**config.mk**
```make
export PLATFORM = sky130hd
export DESIGN_NAME = div_result_bcd_flat
export DESIGN_NICKNAME = d
export VERILOG_FILES = /design/src/rtl/div_result_bcd_pkg.sv /design/src/rtl/div_result_bcd_if.sv /design/src/rtl/div_result_bcd_dabble_step.sv /design/src/rtl/div_result_bcd.sv /design/src/flat_wrapper.sv
export SDC_FILE = /design/constraint.sdc
export NUM_CORES = 1
export LEC_CHECK = 0
export ABC_AREA = 1
export CORE_AREA = 2 2 83 77
export CTS_CLUSTER_SIZE = 25
export DETAILED_ROUTE_END_ITERATION = 8
export DIE_AREA = 0 0 85 79
export DONT_BUFFER_PORTS = 1
export PLACE_DENSITY = 0.79
export SLEW_MARGIN = 20
export SYNTH_ARGS = -nofsm -noshare
export SYNTH_HDL_FRONTEND = slang
export SYNTH_SLANG_ARGS = --single-unit
```
**constraint.sdc**
```tcl
create_clock -name clk -period 4.35 [get_ports clk]
set_input_delay 1.305 -clock clk [delete_from_list [all_inputs] [get_ports clk]]
set_output_delay 1.305 -clock clk [all_outputs]
set_load 0.01 [all_outputs]
```
**src/rtl/div_result_bcd_pkg.sv**
```systemverilog
// Shared definitions for the divider result BCD converter.
//   W          operand width of quotient/remainder (matches the divider)
//   ND         BCD digits per result, ceil(W*log10(2)), derived from W
//   CW         width of the bit counter, wide enough to hold W
//   bcd_state_t  converter FSM states
//   bcd_t        packed BCD word, digit 0 in [3:0]
package div_result_bcd_pkg;

    localparam int W  = 8;
    // ceil(W*log10(2)) in integer arithmetic: log10(2) ~= 30103/100000
    localparam int ND = (W * 30103 + 99999) / 100000;
    localparam int CW = $clog2(W + 1);

    typedef enum logic [1:0] {
        IDLE    = 2'd0,
        CONVERT = 2'd1,
        HOLD    = 2'd2
    } bcd_state_t;

    typedef logic [4*ND-1:0] bcd_t;

    // Double-dabble digit correction: a digit of 5 or more gets 3 added so
    // that the following left shift carries correctly into the next digit.
    function automatic logic [3:0] dabble_adjust(input logic [3:0] digit);
        logic [3:0] res;
        if (digit >= 4'd5) begin
            res = digit + 4'd3;
        end else begin
            res = digit;
        end
        return res;
    endfunction

endpackage

```
**src/rtl/div_result_bcd_if.sv**
```systemverilog
// Bus between the divider/consumer side and the BCD converter.
//   ready_in, quotient_in, remainder_in : divider result and ready flag
//   q_bcd, r_bcd, bcd_valid, bcd_ack    : converted result with valid/ack handshake
//   busy, overrun                       : converter status
// master: the divider/consumer side; slave: the converter.
interface div_result_bcd_if;
    import div_result_bcd_pkg::*;

    logic           ready_in;
    logic [W-1:0]   quotient_in;
    logic [W-1:0]   remainder_in;
    bcd_t           q_bcd;
    bcd_t           r_bcd;
    logic           bcd_valid;
    logic           bcd_ack;
    logic           busy;
    logic           overrun;

    modport master (
        output ready_in, quotient_in, remainder_in, bcd_ack,
        input  q_bcd, r_bcd, bcd_valid, busy, overrun
    );

    modport slave (
        input  ready_in, quotient_in, remainder_in, bcd_ack,
        output q_bcd, r_bcd, bcd_valid, busy, overrun
    );

endinterface

```
**src/rtl/div_result_bcd_dabble_step.sv**
```systemverilog
// One combinational double-dabble step.
//   acc       current BCD accumulator
//   shift_in  next binary bit (MSB first) shifted into the accumulator
//   acc_next  accumulator after add-3 correction and one left shift
module div_result_bcd_dabble_step
    import div_result_bcd_pkg::*;
(
    input  bcd_t acc,
    input  logic shift_in,
    output bcd_t acc_next
);

    bcd_t adj_s;

    // Correct every digit, then shift the whole word left by one bit.
    always_comb begin
        adj_s = acc;
        for (int d = 0; d < ND; d++) begin
            adj_s[4*d +: 4] = dabble_adjust(acc[4*d +: 4]);
        end
        acc_next = {adj_s[4*ND-2:0], shift_in};
    end

endmodule

```
**src/rtl/div_result_bcd.sv**
```systemverilog
// Downstream stage of the 8-bit restoring divider: on each rising edge of the
// divider's ready, captures quotient and remainder, converts both to packed
// BCD one bit per clock, and holds the result behind a valid/ack handshake.
//   clk   rising-edge clock shared with the divider
//   rst   asynchronous, active-high reset
//   bus   slave side of div_result_bcd_if (ready/operands in, BCD/status out)
module div_result_bcd
    import div_result_bcd_pkg::*;
(
    input  logic              clk,
    input  logic              rst,
    div_result_bcd_if.slave   bus
);

    bcd_state_t     state_r, state_nxt;
    logic           ready_d_r;
    logic [CW-1:0]  cnt_r;
    logic [W-1:0]   sq_r, sr_r;
    bcd_t           q_acc_r, r_acc_r;
    bcd_t           q_step_s, r_step_s;
    bcd_t           q_bcd_r, r_bcd_r;
    logic           bcd_valid_r;
    logic           overrun_r;
    logic           busy_s;
    logic           new_res_s;
    logic           load_s;

    assign new_res_s = bus.ready_in & ~ready_d_r;

    // A new result is taken in IDLE, or in HOLD when it coincides with the ack.
    assign load_s = new_res_s &
                    ((state_r == IDLE) | ((state_r == HOLD) & bus.bcd_ack));

    div_result_bcd_dabble_step u_q_step (
        .acc      (q_acc_r),
        .shift_in (sq_r[W-1]),
        .acc_next (q_step_s)
    );

    div_result_bcd_dabble_step u_r_step (
        .acc      (r_acc_r),
        .shift_in (sr_r[W-1]),
        .acc_next (r_step_s)
    );

    // State register.
    always_ff @(posedge clk or posedge rst) begin
        if (rst) begin
            state_r <= IDLE;
        end else begin
            state_r <= state_nxt;
        end
    end

    // Next-state logic.
    always_comb begin
        state_nxt = state_r;
        case (state_r)
            IDLE: begin
                if (new_res_s) state_nxt = CONVERT;
                else           state_nxt = IDLE;
            end
            CONVERT: begin
                // cnt reaching zero means all W bits are shifted in; this
                // extra cycle transfers the accumulators to the outputs.
                if (cnt_r == CW'(0)) state_nxt = HOLD;
                else                 state_nxt = CONVERT;
            end
            HOLD: begin
                if (bus.bcd_ack) begin
                    if (new_res_s) state_nxt = CONVERT;
                    else           state_nxt = IDLE;
                end else begin
                    state_nxt = HOLD;
                end
            end
            default: state_nxt = IDLE;
        endcase
    end

    // Output decode.
    always_comb begin
        busy_s = 1'b0;
        if (state_r == CONVERT) busy_s = 1'b1;
        else                    busy_s = 1'b0;
    end

    // Edge detect, shift registers, accumulators, output registers and flags.
    always_ff @(posedge clk or posedge rst) begin
        if (rst) begin
            // ready_d starts high so a divider already idle after reset is
            // not mistaken for a fresh result.
            ready_d_r   <= 1'b1;
            cnt_r       <= CW'(0);
            sq_r        <= '0;
            sr_r        <= '0;
            q_acc_r     <= '0;
            r_acc_r     <= '0;
            q_bcd_r     <= '0;
            r_bcd_r     <= '0;
            bcd_valid_r <= 1'b0;
            overrun_r   <= 1'b0;
        end else begin
            ready_d_r <= bus.ready_in;
            if (load_s) begin
                sq_r        <= bus.quotient_in;
                sr_r        <= bus.remainder_in;
                q_acc_r     <= '0;
                r_acc_r     <= '0;
                cnt_r       <= CW'(W);
                bcd_valid_r <= 1'b0;
            end else begin
                case (state_r)
                    CONVERT: begin
                        if (cnt_r == CW'(0)) begin
                            q_bcd_r     <= q_acc_r;
                            r_bcd_r     <= r_acc_r;
                            bcd_valid_r <= 1'b1;
                        end else begin
                            q_acc_r <= q_step_s;
                            r_acc_r <= r_step_s;
                            sq_r    <= {sq_r[W-2:0], 1'b0};
                            sr_r    <= {sr_r[W-2:0], 1'b0};
                            cnt_r   <= cnt_r - CW'(1);
                        end
                    end
                    HOLD: begin
                        if (bus.bcd_ack) bcd_valid_r <= 1'b0;
                        else             bcd_valid_r <= bcd_valid_r;
                    end
                    default: begin
                        bcd_valid_r <= bcd_valid_r;
                    end
                endcase
            end
            // Results arriving while busy or still held are dropped.
            if (new_res_s && !load_s && (state_r != IDLE)) begin
                overrun_r <= 1'b1;
            end else begin
                overrun_r <= overrun_r;
            end
        end
    end

    assign bus.q_bcd     = q_bcd_r;
    assign bus.r_bcd     = r_bcd_r;
    assign bus.bcd_valid = bcd_valid_r;
    assign bus.busy      = busy_s;
    assign bus.overrun   = overrun_r;

endmodule
```
**src/flat_wrapper.sv**
```systemverilog
// flat-port wrapper written by rule: the top's interface ports become plain ports
module div_result_bcd_flat import div_result_bcd_pkg::*;
  (clk, rst, bus_ready_in, bus_quotient_in, bus_remainder_in, bus_bcd_ack, bus_q_bcd, bus_r_bcd, bus_bcd_valid, bus_busy, bus_overrun);
  div_result_bcd_if bus_i ();
  input  logic clk;
  input  logic rst;
  input wire logic [$bits(bus_i.ready_in)-1:0] bus_ready_in;
  input wire logic [$bits(bus_i.quotient_in)-1:0] bus_quotient_in;
  input wire logic [$bits(bus_i.remainder_in)-1:0] bus_remainder_in;
  input wire logic [$bits(bus_i.bcd_ack)-1:0] bus_bcd_ack;
  output wire logic [$bits(bus_i.q_bcd)-1:0] bus_q_bcd;
  output wire logic [$bits(bus_i.r_bcd)-1:0] bus_r_bcd;
  output wire logic [$bits(bus_i.bcd_valid)-1:0] bus_bcd_valid;
  output wire logic [$bits(bus_i.busy)-1:0] bus_busy;
  output wire logic [$bits(bus_i.overrun)-1:0] bus_overrun;
  assign bus_i.ready_in = bus_ready_in;
  assign bus_i.quotient_in = bus_quotient_in;
  assign bus_i.remainder_in = bus_remainder_in;
  assign bus_i.bcd_ack = bus_bcd_ack;
  assign bus_q_bcd = bus_i.q_bcd;
  assign bus_r_bcd = bus_i.r_bcd;
  assign bus_bcd_valid = bus_i.bcd_valid;
  assign bus_busy = bus_i.busy;
  assign bus_overrun = bus_i.overrun;
  div_result_bcd u_core (.clk(clk), .rst(rst), .bus(bus_i));
endmodule
```
==> flow_summary.yaml <==
finish:
  layout-area-overhead-vs-synth_pct: 5.47
  drive_above_1_share: 0.0630
  layout_common_cells: "200 x nand2_1, 72 x dfrtp_1, 40 x inv_1"
  layout_commonest_cell: "nand2_1"
  nNetsFinal: 494
  antenna_cells: 0
die:
  fp.dieW_um: 85
  die_h_um: 79
  start_util: 0.627
  die-area_sq_um: 6720
  pin_count: 47
  rows: 27
  core-area_sq_um: 5910
timing:
  period_share: 0.570
  rsz0062_at_grt: "false"
  post-route-min-period_ps: 2480
  tns_ps: 0
  report.final.setup_viol: 0
  hold_viol: 0
  worst_slew_pin_slew_ps: 602
  max_freq_ghz: 0.403
  relSlewSlack: 0.598
  maxSlewViolCount: 0
  whs_ps: 475
  fin_worst_skew_ps: 7.84
synthesis:
  synth-edff-count: 0
  yosysSeqAreaShare: 0.493
  syn_nets: 496
  async_reset_ff_frac: 1.00
  synth_top_area_share: 0.486
  netlist-cell-type-count: 26
  syn-instance-count: 458
  synth_seq_cells: 73
  ys_warn_count: 0
  syn_area_per_cell_sq_um: 8.09
  synth_ff_type: "dfrtp_1"
  synth_area_leaders: "dfrtp_1 49%, nand2_1 20%, ha_1 6.1%, nand3_1 5.0%, inv_1 4.2%"
  synth_area_leader_cell: "dfrtp_1"
  syn-cell-area_sq_um: 3700
worst_setup_path:
  r2r_slack_ps: 2330
  critPathKind: "flop to primary output"
  path_cells: "inv_1 -> ha_1"
  crit_fanout: 4
  cp.arrival_ps: 1180
  cp_slowest_cell: "dfrtp_1"
  cp-start-kind: "flop"
  critPathCaptureType: "primary output"
  crit_buf_inv: 1
  critical_path.top_delay_family: "flip-flops"
  reg2reg_to: "u_core.q_acc_r[5]$_DFFE_PP0P_"
  r2r_cells: 9
  r2r-start: "u_core.state_r[0]$_DFF_PP0_"
  required_ps: 3040
  critPathMaxStageDelay_ps: 410
clock_tree:
  htreeDepth: 3
  cts_setup_buffers: 0
  cts-hold-fix-buffers: 0
  clock_latency_ps: 350
  cts_buffers: 9
  cts-resized-gates: 0
  cts.path.max_buffers: 2
  clkTransAtPathRegs_ps: 70
  cts_tree: "built"
  cts_num_sinks: 73
  cts-root-buf: "clkbuf_8"
global_routing:
  gr-usage-all-layers: 0.226
  antenna_found_initial: 0
  overflow: 0
  first_global_vias: 2714
  grt_pass1_wl_um: 12100
  grt_max_degree: 49
placement:
  gp_congestion: 0.846
  port_buffers: 0
  dp_hpwl_um: 4600
outcome:
  status: "finished, final reports clean"
power_and_ir_drop:
  power.density_nw_per_um2: 708
  power_mw: 2.77
  peakVddDrop_v: 0.000457
  leakagePower_nw: 2.07
route:
  drtAntennaViolNets: 0
  wl_um: 6850
  drcViolationCount: 0
  drtIter0Drc: 180
  drtPass1Iterations: 4
  vias: 2845
  viasPerCell: 5.35
  avgRoutedWirePerCell_um: 12.9
hold_path:
  worstHoldStart: "u_core.sr_r[0]$_DFFE_PP0P_"
  hp-class: "flop to flop"
  hold_path_end: "u_core.sr_r[0]$_DFFE_PP0P_"
  hold_depth: 2
job:
  drv_cap: 0
## state kept, by name (all words and copies together) (netlist names)
register              flops
u_core.sq_r               8
u_core.bus.bcd_valid      1
u_core.sr_r               8
u_core.ready_d_r          1
u_core.bus.q_bcd         12
u_core.bus.r_bcd         12
u_core.state_r            2
u_core.cnt_r              4
u_core.q_acc_r           12
u_core.r_acc_r           12
u_core.bus.overrun        1
## worst reg2reg max path, stage by stage, from the launching register on
cell and delay, ps:
dfrtp_1 380, inv_1 70, ha_1 240, nand2_2 120, nand2_2 70, nand2_2 340
nand2_8 170, inv_4 350, nand2_1 120, nand2_1 90
## layout make-up
class / instances / area [sq um]
clock buffers: 11 / 151
fillers: 495 / 2000
clock inverters: 4 / 76.3
well taps: 72 / 90.1
flip-flops and latches: 73 / 1830
multi-input cells: 327 / 1580
repair buffers: 2 / 15.0
inverters: 43 / 164
## report_power, final
group | leakage [nW] | internal, mW | total [mW] | switching (mW)
registers | 0.961 | 0.908 | 1.10 | 0.197
clock network | 0.112 | 0.352 | 0.601 | 0.249
logic | 0.999 | 0.345 | 1.06 | 0.714
## how the worst max path moves through the flow
stage | depth (start not counted) | slack, ps | end | start
floorplan | 1 | 1190 | u_core.bus.bcd_valid$_DFFE_PP0P_ | rst
CTS | 2 | 1840 | bus_busy | u_core.state_r[1]$_DFF_PP0_
detailed placement | 7 | 1680 | u_core.sr_r[2]$_DFFE_PP0P_ | bus_ready_in
global placement | 7 | 1730 | u_core.q_acc_r[8]$_DFFE_PP0P_ | bus_ready_in
global route | 2 | 1780 | bus_busy | u_core.state_r[1]$_DFF_PP0_
finish | 2 | 1870 | bus_busy | u_core.state_r[1]$_DFF_PP0_
## per-layer routing
metal | global-route usage | wire length [um] | part of all wire
met1 | 0.285 | 3160 | 0.46
met2 | 0.364 | 3250 | 0.47
met3 | 0.0769 | 336 | 0.049
met4 | 0.0825 | 107 | 0.016
met5 | 0 | 0 | 0
## kinds of logic after synthesis
kind of cell,Yosys count,share of synthesized area
fa+ha+maj,18,0.0608
buf+inv,58,0.0794
compound gates,54,0.0773
xor+xnor,1,0.00236
simple gates,254,0.287
flops,73,0.493
## metrics by stage
| step | setup WS (ps) | instance area [sq um] | utilization | cells |
|---|---|---|---|---|
| global route | 1780 | 3910 | 0.661 | 532 |
| floorplan | 1190 | 3700 | - | 458 |
| finish | 1870 | 3910 | 0.661 | 532 |
| global placement | 1730 | 3680 | 0.622 | 517 |
| CTS | 1840 | 3910 | 0.661 | 532 |
| detailed placement | 1680 | 3680 | 0.622 | 517 |
## Yosys cell counts, types with 2 or more instances
library cell,number
ha_1,18
o21ai_0,28
buf_4,5
o21ai_1,21
buf_2,2
nand2_1,200
nand4_1,7
nand3_1,37
buf_6,7
dfrtp_1,72
inv_1,41
a21oi_1,2
nor2_1,3
nand2_2,3
Power figures use the tool's default switching activity.
